`config.mk`:
```
export PLATFORM = sky130hd
export DESIGN_NAME = mem_master_port
export DESIGN_NICKNAME = d
export VERILOG_FILES = /design/src/rtl/mem_master_port_pkg.sv /design/src/rtl/mem_master_port_arb2.sv /design/src/rtl/mem_master_port.sv
export SDC_FILE = /design/constraint.sdc
export NUM_CORES = 1
export LEC_CHECK = 0
export BUFFER_PORTS_ARGS = -buffer_cell sky130_fd_sc_hd__buf_2
export CAP_MARGIN = 10
export CORE_UTILIZATION = 50
export CTS_CLUSTER_SIZE = 20
export DETAILED_ROUTE_END_ITERATION = 7
export PLACE_DENSITY = 0.86
export SYNTH_ARGS = -nofsm -noshare
export SYNTH_HDL_FRONTEND = slang
export SYNTH_SLANG_ARGS = --single-unit
```
`constraint.sdc`:
```
create_clock -name CLK -period 3.8 [get_ports CLK]
set_input_delay 0.95 -clock CLK [delete_from_list [all_inputs] [get_ports CLK]]
set_output_delay 0.95 -clock CLK [all_outputs]
set_load 0.02 [all_outputs]
```
`src/rtl/mem_master_port_pkg.sv`:
```
// Shared definitions for the memory master port: default geometry, FSM encodings,
// requester ids and the out-of-bounds helper.
package mem_master_port_pkg;

    localparam int DEF_ADDR_W    = 16;
    localparam int DEF_DATA_W    = 16;
    localparam int DEF_MEM_DEPTH = 1024;

    typedef enum logic [1:0] {
        ST_IDLE  = 2'd0,
        ST_ISSUE = 2'd1,
        ST_WAIT  = 2'd2
    } state_t;

    localparam logic SRC_IF = 1'b0;
    localparam logic SRC_LS = 1'b1;

    // Full-width unsigned compare; addresses never wrap into the implemented range.
    function automatic logic is_oob(input logic [31:0] addr, input int unsigned depth);
        return (addr >= depth);
    endfunction

endpackage

```
`src/rtl/mem_master_port_arb2.sv`:
```
// Two-way fixed-priority combinational arbiter. req[1] wins ties when prio=1, req[0] otherwise.
module mem_arb2 (
    input  logic [1:0] req,
    input  logic       prio,
    output logic [1:0] gnt
);

    // Priority select between the two requesters
    always_comb begin
        gnt = 2'b00;
        if (req[1] && (prio || !req[0])) begin
            gnt = 2'b10;
        end else if (req[0]) begin
            gnt = 2'b01;
        end else begin
            gnt = 2'b00;
        end
    end

endmodule

```
`src/rtl/mem_master_port.sv`:
```
// CPU-side initiator for the single-port memory: arbitrates fetch vs load/store,
// issues registered strobes and returns read data with a one-cycle valid pulse.
module mem_master_port
    import mem_master_port_pkg::*;
#(
    parameter int ADDR_W      = DEF_ADDR_W,
    parameter int DATA_W      = DEF_DATA_W,
    parameter int MEM_DEPTH   = DEF_MEM_DEPTH,
    parameter bit LS_PRIORITY = 1'b1
) (
    input  logic              CLK,
    input  logic              reset_n,
    input  logic              if_req,
    input  logic [ADDR_W-1:0] if_addr,
    output logic              if_gnt,
    output logic              if_rvalid,
    output logic [DATA_W-1:0] if_rdata,
    input  logic              ls_req,
    input  logic              ls_we,
    input  logic [ADDR_W-1:0] ls_addr,
    input  logic [DATA_W-1:0] ls_wdata,
    output logic              ls_gnt,
    output logic              ls_rvalid,
    output logic              ls_done,
    output logic [DATA_W-1:0] ls_rdata,
    output logic              MemRead,
    output logic              MemWrite,
    output logic [ADDR_W-1:0] ADDR,
    output logic [DATA_W-1:0] Data_in,
    input  logic [DATA_W-1:0] Data_out,
    output logic              busy,
    output logic              err_oob
);

    state_t            state_r;
    state_t            state_nxt_s;
    logic [1:0]        arb_gnt_s;
    logic              gnt_any_s;
    logic [ADDR_W-1:0] sel_addr_s;
    logic              sel_we_s;
    logic              sel_oob_s;
    logic              src_r;
    logic              we_r;
    logic              oob_r;
    logic [DATA_W-1:0] rd_word_s;

    mem_arb2 u_arb (
        .req  ({ls_req, if_req}),
        .prio (LS_PRIORITY),
        .gnt  (arb_gnt_s)
    );

    // FSM state register
    always_ff @(posedge CLK or negedge reset_n) begin
        if (!reset_n) begin
            state_r <= ST_IDLE;
        end else begin
            state_r <= state_nxt_s;
        end
    end

    // FSM next-state logic
    always_comb begin
        state_nxt_s = state_r;
        case (state_r)
            ST_IDLE:  state_nxt_s = gnt_any_s ? ST_ISSUE : ST_IDLE;
            ST_ISSUE: state_nxt_s = we_r ? ST_IDLE : ST_WAIT;
            ST_WAIT:  state_nxt_s = ST_IDLE;
            default:  state_nxt_s = ST_IDLE;
        endcase
    end

    // FSM outputs: grants only in IDLE and never while reset is asserted
    always_comb begin
        if_gnt = 1'b0;
        ls_gnt = 1'b0;
        busy   = 1'b1;
        if (state_r == ST_IDLE) begin
            if_gnt = arb_gnt_s[SRC_IF] & reset_n;
            ls_gnt = arb_gnt_s[SRC_LS] & reset_n;
            busy   = 1'b0;
        end else begin
            busy   = 1'b1;
        end
    end

    // Selected request attributes in the grant cycle
    always_comb begin
        gnt_any_s  = if_gnt | ls_gnt;
        sel_addr_s = ls_gnt ? ls_addr : if_addr;
        sel_we_s   = ls_gnt & ls_we;
        sel_oob_s  = is_oob(32'(sel_addr_s), MEM_DEPTH);
        rd_word_s  = oob_r ? {DATA_W{1'b0}} : Data_out;
    end

    // Transaction latch, memory-side registers and completion pulses
    always_ff @(posedge CLK or negedge reset_n) begin
        if (!reset_n) begin
            src_r     <= SRC_IF;
            we_r      <= 1'b0;
            oob_r     <= 1'b0;
            MemRead   <= 1'b0;
            MemWrite  <= 1'b0;
            ADDR      <= {ADDR_W{1'b0}};
            Data_in   <= {DATA_W{1'b0}};
            if_rvalid <= 1'b0;
            if_rdata  <= {DATA_W{1'b0}};
            ls_rvalid <= 1'b0;
            ls_done   <= 1'b0;
            ls_rdata  <= {DATA_W{1'b0}};
            err_oob   <= 1'b0;
        end else begin
            MemRead   <= 1'b0;
            MemWrite  <= 1'b0;
            if_rvalid <= 1'b0;
            ls_rvalid <= 1'b0;
            ls_done   <= 1'b0;
            err_oob   <= 1'b0;
            if (gnt_any_s) begin
                src_r    <= ls_gnt ? SRC_LS : SRC_IF;
                we_r     <= sel_we_s;
                oob_r    <= sel_oob_s;
                ADDR     <= sel_addr_s;
                MemRead  <= ~sel_we_s & ~sel_oob_s;
                MemWrite <= sel_we_s & ~sel_oob_s;
                if (sel_we_s) begin
                    Data_in <= ls_wdata;
                end
            end
            if ((state_r == ST_ISSUE) && we_r) begin
                ls_done <= 1'b1;
                err_oob <= oob_r;
            end
            // Data_out is valid the cycle after MemRead was sampled
            if (state_r == ST_WAIT) begin
                err_oob <= oob_r;
                if (src_r == SRC_LS) begin
                    ls_rdata  <= rd_word_s;
                    ls_rvalid <= 1'b1;
                end else begin
                    if_rdata  <= rd_word_s;
                    if_rvalid <= 1'b1;
                end
            end
        end
    end

endmodule

```
# [Word-level counts from Yosys, hierarchy flattened]
# Index checks and enable logic that the tools add are counted.
[classes] order_cmp=1 addsub=0 n_mul=0 shift=0 n_mux=20 n_div=0 bitwise_logic=9 n_reduce_logical=5 eq_ne=2
[ops] op="16-bit 2-to-1 mux" n=2
[ops] op="16-bit by 11-bit greater-or-equal comparator with 1-bit output (second input constant)" n=1
[ops] op="1-bit 2-to-1 mux" n=15
[ops] op="2-bit AND reduction" n=3
[ops] op="1-bit AND" n=5
[ops] op="2-bit 2-to-1 mux" n=2
[ops] op="2-bit one-hot mux with 2 select lines" n=1
[ops] op="1-bit NOT" n=3
[ops] op="2-bit by 1-bit equality test with 1-bit output (second input constant)" n=1
[ops] op="2-bit equality test (second input constant)" n=1
[ops] op="2-bit logical NOT" n=1
[ops] op="1-bit logical AND" n=1
[ops] op="1-bit bitwise OR" n=1
[totals] reg_bits=75 memories=0 latch_bits=0 romBits=0 output_inout_bits=73 inputBits=69 ramBits=0 elab_cells=51

# [Logic depth before layout (Yosys ltp)]
[depth] depth_word=9 depth_mapped=5 depth_no_buf=3

# [Cells and area by module]
# A second synthesis with hierarchy kept.
[hier_totals] hier_cells=284 area_unflattened_um2=3049.2
[modules_own_cells] mod="mem_master_port" area_per_inst_um2=3030.4 n_inst=1 cells_per_inst=281 seq_area_each_um2=1876.8
[modules_own_cells] mod="mem_arb2" area_per_inst_um2=18.8 n_inst=1 cells_per_inst=3 seq_area_each_um2=0.0

# [Worst setup path before layout]
# Ideal clock, no wire load.
[synth_timing] path_type="input -> output" start="input reset_n" end="output if_gnt" t_required_ns=2.850 path_slack_ns=1.037 arrival_time_ns=1.813 cell_stages=4 path_cell_list="nor4bb_1 buf_2 buf_2 and2_1"
[synth_between] elab_chain_len=2
[synth_lines] item="from (decl)" line="mem_master_port.sv:12" source="input logic reset_n,"
[synth_lines] item="1-bit AND" line="mem_master_port.sv:79" source="if_gnt = arb_gnt_s[SRC_IF] & reset_n;"
[synth_lines] item="1-bit 2-to-1 mux" line="mem_master_port.sv:78" source="if (state_r == ST_IDLE) begin"
[synth_lines] item="to (decl)" line="mem_master_port.sv:15" source="output logic if_gnt,"
# Every way passes these cells.

# [Worst setup path in the final report]
# Same ends and word-level chain as after synthesis.

==> qor.yml <==
setup_path:
  cp-start-kind: "input pin"
  r2r_end: "ls_rdata[9]"
  worstRegToRegCells: 3
  arrival_ns: 1.95
  r2r_start: "state_r[0]"
  path_class: "in -> out"
  r2r_slack_ns: 1.91
  endpoint_kind: "output pin"
  path_max_fanout: 31
  required_ns: 2.85
global_routing:
  grt.overflow.total: 0
  grt_pass1_wl_mm: 11.61
  antenna_found_initial: 0
  grt_use_met2_pct: 41.69
  use_met1_pct: 28.13
  grtUsageTotal_pct: 23.73
  use_met3_pct: 4.773
  grt_pass1_vias: 2549
  grt-busiest-layer: "met2"
  grt_max_degree: 49
logic_synthesis:
  synth_edf_count: 0
  yosysSeqAreaShare_pct: 60.61
  synth_top_family_by_area: "simple AND/OR/NAND/NOR gates"
  syn_inst: 271
  yosys.area_share.simple_pct: 14.67
  synth_adder_area_share_pct: 0
  synthesis.area_mm2: 0.003097
  synth-seq-cells: 75
  synth_xor_area_share_pct: 0
  async_flop_share_pct: 100.0
  synth_warnings: 0
  avgSynthCellArea_um2: 11.43
  syn_nets: 340
  synthMuxAreaShare_pct: 6.788
  ys.flop_type: "dfrtp_1"
  synth.distinct_cells: 34
  synth_compound_area_share_pct: 14.59
floorplanning:
  pin_count: 142
  die-area_mm2: 0.006512
  die_w_um: 80.70
  die_y_um: 80.70
  core_mm2: 0.005956
  start_util_pct: 52.00
  rows: 28
sta:
  rsz0062_at_grt: "false"
  max_freq_mhz: 344.9
  finalSetupViolCount: 0
  relSlewSlack_pct: 29.11
  worst_slew_pin_slew_ns: 1.060
  setup_slack_ns: 0.9007
  finClkSkew_ns: 0.004687
  post-route-min-period_ns: 2.899
  whs_ns: 0.4627
  fin_crit_sh_pct: 76.30
  slew_viol_final: 0
  tns_ns: 0
  hold_viol_final: 0
drt:
  drc_errors: 0
  via_count: 2642
  drt_iter0_drc: 124
  wirelength_mm: 7.263
  vias_per_cell: 5.392
  ant_nets: 0
  drt-pass1-iter-count: 4
  wl_per_cell_um: 14.82
min_path:
  hold_end: "state_r[1]"
  hold_start: "we_r"
  hp-class: "reg -> reg"
  holdPathStages: 1
job:
  drv.max_cap_violation_count: 0
cts:
  ctsHoldBuffers: 0
  clock-root-buffer: "clkbuf_8"
  cts_tree: "done"
  numCtsBuffers: 9
  cts_resized: 0
  clk_pin_slew_ns: 0.08
  cts.path.max_buffers: 2
  cts_sinks: 75
  post_cts_buffers: 0
  clock_latency_ns: 0.33
  cts_htree_levels: 3
place:
  io_buffer_count: 141
  gp_congestion: 0.7897
  hpwl_mm: 5.208
  place_area_mm2: 0.003854
  place_ws_ns: 0.8610
power_and_ir_drop:
  power_mw: 2.795
  ir_worst_vdd_mv: 0.3257
  p_leak_nw: 2.143
  power-per-cell-area_mw_per_mm2: 679.1
cells_and_area:
  mostFrequentLayoutCell: "buf_2"
  area_growth_pct: 32.93
  drive_gt1_share_pct: 42.89
  fin_area_mm2: 0.004116
  fill_cells: 458
  layout_common_cells: "140 x buf_2, 75 x dfrtp_1, 50 x nand2_1"
  diodes: 0
  nNetsFinal: 479
outcome:
  status: "complete, no violations"
## cell usage after synthesis, drive strengths merged, types with 2 or more instances
cell type | n | area, um^2
nor4 | 2 | 12.51
inv | 4 | 15.01
nor2 | 5 | 18.77
nand4 | 2 | 12.51
a32oi | 16 | 140.1
clkbuf | 11 | 41.29
or3b | 2 | 17.52
dfrtp | 75 | 1877
nand2 | 51 | 207.7
nand2b | 16 | 100.1
mux2 | 16 | 210.2
a22oi | 16 | 120.1
buf | 7 | 47.54
o21ai | 33 | 165.2
## report_power, final
group          switching (mW)  internal [mW]  leakage (nW)
Combinational           0.526          0.322          1.05
Sequential              0.139           1.02         0.959
Clock                   0.290          0.503         0.134
Total                   0.955           1.84          2.14
## sequential cells by signal, summed over array words and instances, names as in the netlist
register   flops
Data_in       16
ls_rdata      16
ls_rvalid      1
ls_done        1
err_oob        1
MemRead        1
if_rvalid      1
src_r          1
oob_r          1
state_r        2
MemWrite       1
if_rdata      16
ADDR          16
we_r           1
## layout make-up
cell class / instances / area, um^2 / share of cell area (%)
clock buffer: 9 / 123.9 / 3.009
clock inverter: 7 / 138.9 / 3.374
inverter: 4 / 15.01 / 0.3647
multi-input combinational: 174 / 1122 / 27.26
sequential: 75 / 1877 / 45.59
tap: 75 / 93.84 / 2.280
timing repair buffer: 146 / 745.7 / 18.12
## how the worst max path moves through the flow
stage                     startpoint     end  depth (start not counted)
final                        reset_n  if_gnt                          4
after global routing         reset_n  if_gnt                          4
after CTS                    reset_n  if_gnt                          4
after detailed placement     reset_n  if_gnt                          4
after global placement       reset_n  if_gnt                          4
after floorplan              reset_n  if_gnt                          4
## metrics by stage
step | instances | utilization [%]
after floorplan | 271 | -
final | 490 | 69.12
after global placement | 474 | 64.71
after global routing | 490 | 69.12
after detailed placement | 474 | 64.71
after CTS | 490 | 69.12
## critical path, stage by stage
cell      delay, ns
buf_4          0.32
nor4bb_2       0.36
and2_1         0.15
buf_2          0.16
## cells by family (layout without fill, tap and decap cells)
family | Yosys count | after routing
DFF | 75 | 75
muxes | 16 | 16
AOI/OAI and AO/OA | 69 | 69
and+or+nand+nor | 89 | 89
buffers and inverters | 22 | 166
## metal layers
metal / vias to the layer above / part of all wire, %
li1: 1234 / -
met1: 1270 / 42
met2: 136 / 51
met3: 2 / 7.4
met4: 0 / 0.25
met5: - / 0
(Power assumes the default switching activity.)
